`src/rtl/sdio_cmd52_engine.sv`:
```
// CMD52 (IO_RW_DIRECT) initiator: validates function/address, drives one write
// and/or read access on the per-function register bus, and returns R5 data + flags.
module sdio_cmd52_engine #(
    parameter int NUM_FUNCS       = 1,
    parameter int FUNC_ADDR_WIDTH = 8,
    parameter int READ_LATENCY    = 1
) (
    input  logic        clk,
    input  logic        rst,
    input  logic        i_cmd_stb,
    input  logic [31:0] i_cmd_arg,
    output logic        o_cmd_busy,
    input  logic [7:0]  i_func_enable,
    input  logic [1:0]  i_io_state,
    output logic [7:0]  o_activate,
    output logic        o_write_flag,
    output logic [16:0] o_address,
    output logic        o_data_stb,
    output logic [7:0]  o_data_out,
    input  logic [7:0]  i_data_in,
    output logic        o_rsp_stb,
    output logic [7:0]  o_rsp_data,
    output logic [7:0]  o_rsp_flags
);

    typedef enum logic [2:0] {S_IDLE, S_DECODE, S_WRITE, S_READ, S_WAIT, S_RESP} state_t;

    localparam logic [2:0] LAT      = 3'(READ_LATENCY);
    localparam logic [2:0] MAX_FUNC = 3'(NUM_FUNCS);

    state_t      state_q, state_d;
    logic        rw_q, rw_d, raw_q, raw_d;
    logic [2:0]  func_q, func_d;
    logic [16:0] addr_q, addr_d;
    logic [7:0]  wdata_q, wdata_d, rdata_q, rdata_d;
    logic        ferr_q, ferr_d, rerr_q, rerr_d;
    logic [2:0]  cnt_q, cnt_d;
    logic        func_err, range_err;

    // Stuff bit and the reserved argument bit carry no information here.
    logic unused_arg_bits;
    assign unused_arg_bits = i_cmd_arg[26] ^ i_cmd_arg[8];

    always_ff @(posedge clk) begin
        if (rst) begin
            state_q <= S_IDLE;
            rw_q    <= 1'b0;
            raw_q   <= 1'b0;
            func_q  <= 3'd0;
            addr_q  <= 17'd0;
            wdata_q <= 8'd0;
            rdata_q <= 8'd0;
            ferr_q  <= 1'b0;
            rerr_q  <= 1'b0;
            cnt_q   <= 3'd0;
        end else begin
            state_q <= state_d;
            rw_q    <= rw_d;
            raw_q   <= raw_d;
            func_q  <= func_d;
            addr_q  <= addr_d;
            wdata_q <= wdata_d;
            rdata_q <= rdata_d;
            ferr_q  <= ferr_d;
            rerr_q  <= rerr_d;
            cnt_q   <= cnt_d;
        end
    end

    // Function 0 (CIA) is always present and uses the full 17-bit address space.
    assign func_err  = (func_q > MAX_FUNC) || ((func_q != 3'd0) && !i_func_enable[func_q]);
    assign range_err = (func_q != 3'd0) && ((addr_q >> FUNC_ADDR_WIDTH) != 17'd0);

    always_comb begin
        state_d = state_q;
        rw_d    = rw_q;
        raw_d   = raw_q;
        func_d  = func_q;
        addr_d  = addr_q;
        wdata_d = wdata_q;
        rdata_d = rdata_q;
        ferr_d  = ferr_q;
        rerr_d  = rerr_q;
        cnt_d   = cnt_q;
        case (state_q)
            S_IDLE: begin
                if (i_cmd_stb) begin
                    rw_d    = i_cmd_arg[31];
                    func_d  = i_cmd_arg[30:28];
                    raw_d   = i_cmd_arg[27];
                    addr_d  = i_cmd_arg[25:9];
                    wdata_d = i_cmd_arg[7:0];
                    state_d = S_DECODE;
                end
            end
            S_DECODE: begin
                ferr_d = func_err;
                rerr_d = range_err;
                if (func_err || range_err) begin
                    rdata_d = 8'd0;
                    state_d = S_RESP;
                end else begin
                    state_d = rw_q ? S_WRITE : S_READ;
                end
            end
            S_WRITE: begin
                if (raw_q) begin
                    state_d = S_READ;
                end else begin
                    rdata_d = wdata_q;
                    state_d = S_RESP;
                end
            end
            S_READ: begin
                cnt_d   = 3'd1;
                state_d = S_WAIT;
            end
            S_WAIT: begin
                if (cnt_q == LAT) begin
                    rdata_d = i_data_in;
                    state_d = S_RESP;
                end else begin
                    cnt_d = cnt_q + 3'd1;
                end
            end
            S_RESP:  state_d = S_IDLE;
            default: state_d = S_IDLE;
        endcase
    end

    assign o_cmd_busy   = (state_q != S_IDLE);
    assign o_data_stb   = (state_q == S_WRITE) || (state_q == S_READ);
    assign o_write_flag = (state_q == S_WRITE);
    assign o_activate   = (o_data_stb || state_q == S_WAIT) ? (8'd1 << func_q) : 8'd0;
    assign o_address    = addr_q;
    assign o_data_out   = wdata_q;
    assign o_rsp_stb    = (state_q == S_RESP);
    assign o_rsp_data   = o_rsp_stb ? rdata_q : 8'd0;
    assign o_rsp_flags  = o_rsp_stb ? {2'b00, i_io_state, 2'b00, ferr_q, rerr_q} : 8'd0;

endmodule

```
`config.mk`:
```
export PLATFORM = sky130hd
export DESIGN_NAME = sdio_cmd52_engine
export DESIGN_NICKNAME = d
export VERILOG_FILES = /design/src/rtl/sdio_cmd52_engine.sv
export SDC_FILE = /design/constraint.sdc
export NUM_CORES = 1
export LEC_CHECK = 0
export CORE_ASPECT_RATIO = 0.7
export CORE_MARGIN = 2
export CORE_UTILIZATION = 40
export DETAILED_ROUTE_END_ITERATION = 7
export GPL_ROUTABILITY_DRIVEN = 1
export PLACE_DENSITY = 0.8
export SLEW_MARGIN = 20
export SYNTH_ARGS = -nofsm -noshare
export SYNTH_HDL_FRONTEND = slang
export SYNTH_SLANG_ARGS = --single-unit
```
`constraint.sdc`:
```
create_clock -name clk -period 1.6 [get_ports clk]
set_input_delay 0.32 -clock clk [delete_from_list [all_inputs] [get_ports clk]]
set_output_delay 0.32 -clock clk [all_outputs]
set_load 0.01 [all_outputs]
```
==> metrics.cfg <==
[run_status]
outcome=complete, but fails checks
violations=setup timing

[detailed_routing]
drtAntennaViolNets=0
drc_errors=0
drt_wl_total_microns=6360
drtPass1Iterations=4
wire_per_inst_microns=13.9
vias_per_cell=4.97
drtIter0Drc=96
vias=2274

[global_route]
grt_max_degree=35
grt_pass1_wl_microns=10200
grt_pass1_vias=2176
grt_usage=0.212
grt_overflow=0
grt_antenna_before_repair=0

[run]
drv_cap=0

[cts]
cts_sinks=46
path_clk_slew_ns=0.09
htree_num_levels=2
clk_path_buf_depth=2
clk_latency_ns=0.30
cts_tree=built
cts_buffers=5
clockRootBuffer=clkbuf_8

[sta]
rsz0062_at_grt=true
finClkSkew_ns=0.00606
fmax_mhz=585
postLayoutSetupSlackWorst_ns=-0.110
period_minus_slack_ns=1.71
hold_ws_ns=0.446
finalHoldViolCount=0
setup_viol=21
period_share=1.07
drv_slew=0

[synth]
synth_area_leader_cell=dfxtp_1
syn_inst=277
ys_async_sr_fraction=0
ys.flop_type=dfxtp_1
yosysSeqAreaShare=0.427
netlist_area_sq_mm=0.00216
synth.top_cells.by_area=dfxtp_1 43%, nand2_1 13%, a21oi_1 8.6%
synth_warnings=0
syn_area_per_cell_sq_um=7.79
synth_cell_types=37
synth_seq_cells=46
synth_edf_count=0
synth_top_area_frac=0.427

[worst_setup_path]
crit_required_ns=1.28
crit_fanout=4
crit_type=flop to output pin
crit_path_end=o_activate[7]
r2r_start=state_q[1]$_SDFFE_PP0P_
regToRegEndpoint=rdata_q[3]$_SDFFE_PP0P_
critPathLaunch=state_q[1]$_SDFFE_PP0P_
cp.arrival_ns=1.39
endpoint_kind=output pin
start_kind=flop
rrSetupSlack_ns=0.05
r2r_cells=5

[placed_design]
pre_cts_ws_ns=-0.262
finalWeightedCongestion=0.845
place_inst=446
portBuffers=92
dpl.hpwl_microns=4340

[layout]
seqCellArea_sq_um=930
final_cell_count_no_fill=458
nFillCells=415
drive_gt1_frac=0.244
postLayoutCoreUtil=0.676
num_antenna_cells=0
multiInputGateArea_sq_mm=0.00125
nNetsFinal=441
syn_to_final_growth_pct=63.9

[power_and_ir_drop]
vdd_drop_max_v=0.000885
leakagePower_nw=1.47
total_power_w=0.00475
p_per_area_mw_per_mm2=1340

[floorplanning]
die_y_microns=65.5
die_x_microns=91.8
core_sq_mm=0.00523
floorplan.io_pins=106
design.die.area_sq_mm=0.00601
start_util=0.413
row_count=22

[worst_hold_path]
min_path_type=flop to flop

-- kinds of logic (layout without fill, tap and decap cells) --
group,after synthesis,count (layout),share of synthesized area
adders and majority gates,2,2,0.0116
AOI/OAI and AO/OA,57,57,0.159
other,1,4,0.00174
DFF,46,46,0.427
muxes,9,9,0.0417
buffers and inverters,27,133,0.0661
and+or+nand+nor,133,133,0.285
xor gates and xnor gates,2,2,0.00812
-- cells in the mapped netlist (2+ instances only) --
cell and count:
a21oi_1 37, mux2i_1 9, and2_1 2, a31oi_1 2, ha_1 2, and3_1 13
buf_6 2, dfxtp_1 46, nand2b_1 14, inv_1 3, nor3_1 7, a22o_1 8
nand2_1 73, buf_2 6, a211oi_1 2, clkbuf_1 11, buf_4 5, nor2_1 15
nor2b_1 2
-- layout make-up --
class	count	area share
tap	72	0.0255
clock buffer	6	0.0205
timing repair buffer	123	0.332
multi-input combinational	207	0.354
sequential	46	0.263
inverter	3	0.00318
clock inverter	1	0.00212
-- routing by layer --
layer  wire, microns  global-route usage
met1            2790               0.268
met2            3050               0.358
met3             456              0.0654
met4              61              0.0541
met5               0                   0
-- how the worst min path moves through the flow --
stage	cells after the start	to	slack, ns	start
5_1_grt	2	o_address[0]$_SDFFE_PP0P_	0.48	o_address[0]$_SDFFE_PP0P_
6_report	1	state_q[0]$_SDFFE_PP0P_	0.45	rw_q$_SDFFE_PP0P_
2_1_floorplan	1	state_q[0]$_SDFFE_PP0P_	0.41	rw_q$_SDFFE_PP0P_
3_5_place_dp	1	state_q[0]$_SDFFE_PP0P_	0.44	rw_q$_SDFFE_PP0P_
4_1_cts	1	state_q[0]$_SDFFE_PP0P_	0.46	rw_q$_SDFFE_PP0P_
3_3_place_gp	1	state_q[0]$_SDFFE_PP0P_	0.44	rw_q$_SDFFE_PP0P_
-- per-stage QoR --
stage | TNS [ns] | instance area (sq um)
floorplan | -0.00710 | 2180
global placement | -5.09 | 3280
detailed placement | -5.77 | 3280
CTS | -1.22 | 3370
global route | -2.04 | 3540
finish | -1.04 | 3540
-- registers in the layout, summed over array words and instances (netlist names) --
signal,flops
raw_q,1
rw_q,1
cnt_q,3
rdata_q,8
state_q,3
rerr_q,1
ferr_q,1
o_data_out,8
func_q,3
o_address,17
-- power breakdown --
group          switching, W  internal (W)  total (W)
logic               0.00120       0.00126    0.00246
registers          0.000210       0.00140    0.00161
clock network      0.000382      0.000300   0.000682
total               0.00180       0.00296    0.00475
-- worst max-delay path, stage by stage, from the launching register on --
cell	delay, ns
dfxtp_2	0.34
nand2b_4	0.15
nor2_4	0.11
buf_6	0.12
o21ai_4	0.07
nor2_1	0.14
buf_2	0.16
-- timing repair --
| item | CTS | global route |
|---|---|---|
| gates resized for setup | 122 | 34 |
| pin swaps | 6 | 12 |
| endpoints found under the setup margin | 32 | 35 |
| buffers inserted | 3 | 1 |
| cloned | 1 | 0 |
| hold endpoints to repair | 0 | 0 |
| hold buffers | 0 | 0 |
-- placed cells by master (no fill, tap or decap), drive strengths merged, types with 6 or more instances in the layout --
master	Yosys	layout
and3	14	14
nor3	7	7
a21oi	37	37
mux2i	9	9
nand2	73	73
dfxtp	46	46
clkbuf	11	6
nand2b	14	14
a22o	8	8
clkdlybuf4s50	0	65
nor2	15	15
buf	13	55
Note: power is estimated with default switching activity, not from simulation.
==> variant (same flow settings) <==
Register the outputs `o_cmd_busy`, `o_activate`, `o_write_flag`, `o_rsp_data` and `o_rsp_flags`; this adds one clock of latency there. The other outputs are not delayed to match.
--- a/src/rtl/sdio_cmd52_engine.sv
+++ b/src/rtl/sdio_cmd52_engine.sv
@@ -128,15 +128,17 @@
         endcase
     end
 
-    assign o_cmd_busy   = (state_q != S_IDLE);
     assign o_data_stb   = (state_q == S_WRITE) || (state_q == S_READ);
-    assign o_write_flag = (state_q == S_WRITE);
-    assign o_activate   = (o_data_stb || state_q == S_WAIT) ? (8'd1 << func_q) : 8'd0;
     assign o_address    = addr_q;
     assign o_data_out   = wdata_q;
     assign o_rsp_stb    = (state_q == S_RESP);
-    assign o_rsp_data   = o_rsp_stb ? rdata_q : 8'd0;
-    assign o_rsp_flags  = o_rsp_stb ? {2'b00, i_io_state, 2'b00, ferr_q, rerr_q} : 8'd0;
+    always_ff @(posedge clk) begin
+        o_cmd_busy   <= (state_q != S_IDLE);
+        o_activate   <= (o_data_stb || state_q == S_WAIT) ? (8'd1 << func_q) : 8'd0;
+        o_write_flag <= (state_q == S_WRITE);
+        o_rsp_data   <= o_rsp_stb ? rdata_q : 8'd0;
+        o_rsp_flags  <= o_rsp_stb ? {2'b00, i_io_state, 2'b00, ferr_q, rerr_q} : 8'd0;
+    end
 
 endmodule
 
Function: changed (a bounded check fails within 4 cycles, from zero or initial values and one cycle with rst high).
==> variant against the unedited design <==
- cell area increased by 10%
- global-route usage decreased by 3.3 points
- sequential cell count up 22
- core utilization is 4.8 points lower
- worst setup slack improved by 0.15 ns
- clock power increased by 120%
- area after synthesis rose by 19%
- routed wire length down 3.3%
- critical path type unchanged
- critical endpoint is now o_data_out[3]
- critical path depth fell by 5
- power fell by 0.80%
- synthesized cell count is 8.3% higher
==> variant: results (changes against the unedited design) <==
| Metric | Value |
|---|---|
| Outcome | finished, final reports clean |
| H-Tree Depth | 3 (+1) |
| DR vias | 2310 (+1.6%) |
| Fmax | 643 MHz (+9.9%) |
| Fraction of layout cells with a size suffix above 1 | 0.116 (-0.128) |
| Worst reg-to-reg path cell count | 6 (+1) |
| Routed WL | 6150 um (-3.3%) |
| Filler cell count in the final layout | 523 (+26%) |
| Worst Skew | 0.00876 ns (+0.00270 ns) |
| Placed cells | 468 (+4.9%) |
| Non-filler instance count after layout | 484 (+5.7%) |
| Worst Setup SP | o_data_out[3] |
| Area contributors post-synth | dfxtp_1 53%, nand2_1 11%, a21oi_1 6.0%, a22o_1 3.1%, nor3_1 2.5% |
| Maximum VDD drop | 0.623 mV (-30%) |
| Post-DP HPWL | 4420 um (+2.0%) |
| Met1 GRT Util | 0.221 (-0.0464) |
| Met3 WL | 413 um (-9.4%) |
| Worst setup endpoint | o_data_out[3] |
| Reg2Reg Setup Slack | 0.08 ns (+0.03 ns) |
| Setup-failing EPs final | 0 (-100%) |
| Synth cell types | 39 (+5.4%) |
| Max stage delay on crit path | 0.55 ns (+0.21 ns) |
| Top delay family on crit path | buffers and inverters |
| First-pass GRT wire length | 9960 um (-2.0%) |
| Most common library cells after synthesis | 78 x nand2_1, 68 x dfxtp_1, 31 x a21oi_1, 15 x inv_1 |
| Post-Syn Instances | 300 (+8.3%) |
| Critical Path Fanout Max | 3 (-1) |
| M2 GR Usage | 0.280 (-0.0775) |
| Wire length on met1 | 2880 um (+3.2%) |
| Leakage power | 1.71 nW (+16%) |
| Worst r2r dst | rdata_q[0] |
| CP Data Arrival Time | 1.24 ns (-0.15 ns) |
| CTS clk-pin slew, worst paths | 0.07 ns (-0.02 ns) |
| Initial detailed-routing violation count | 61 (-36%) |
| Largest net degree at the start of global routing | 36 (+2.9%) |
| Skew-Pair Late Insertion Delay | 0.34 ns (+0.04 ns) |
| Final GP Congestion | 0.807 (-4.5%) |
| Num CTS Buffers | 9 (+4) |
| Met3 usage in global routing | 0.0731 (+0.00776) |
| Number of global-route vias before repair | 2177 (+0.046%) |
==> variant: power by group through the flow <==
stage | sequential, mW | clock (mW) | combinational [mW]
3_3_place_gp | 2.00 | 0 | 1.20
5_1_grt | 2.00 | 1.59 | 1.38
6_report | 1.98 | 1.48 | 1.26
3_5_place_dp | 2.01 | 0 | 1.23
2_1_floorplan | 2.02 | 0 | 0.641
4_1_cts | 1.97 | 1.51 | 1.22
==> variant: how the worst min path moves through the flow <==
stage               start            end  slack, ns  cells past startpoint
4_1_cts        rdata_q[3]  o_rsp_data[3]       0.44                      2
6_report       rdata_q[3]  o_rsp_data[3]       0.44                      2
5_1_grt        rdata_q[0]  o_rsp_data[0]       0.45                      2
3_5_place_dp   rdata_q[3]  o_rsp_data[3]       0.43                      2
2_1_floorplan  rdata_q[0]  o_rsp_data[0]       0.42                      2
3_3_place_gp   rdata_q[1]  o_rsp_data[1]       0.44                      2
==> variant: layout make-up <==
class / count / share of cell area
Clock buffer: 10 / 0.0327
Clock inverter: 5 / 0.0199
Inverter: 15 / 0.0151
Multi-Input combinational cell: 197 / 0.273
Sequential cell: 68 / 0.351
Tap cell: 78 / 0.0250
Timing Repair Buffer: 111 / 0.284
==> variant: cells by family after synthesis <==
| group | Yosys count | share of synthesized area |
|---|---|---|
| buffers and inverters | 38 | 0.0710 |
| flip-flops | 68 | 0.529 |
| other | 1 | 0.00146 |
| XOR/XNOR | 1 | 0.00341 |
| AND/OR/NAND/NOR | 128 | 0.229 |
| adder cells (fa/ha/maj) | 2 | 0.00973 |
| multiplexers | 2 | 0.00827 |
| AO/OA/AOI/OAI | 60 | 0.148 |
==> variant: timing repair <==
| action | in CTS | in global routing |
|---|---|---|
| resized for setup | 9 | 33 |
| buffers inserted | 0 | 1 |
| endpoints found under the setup margin | 13 | 30 |
| pin swaps | 1 | 6 |
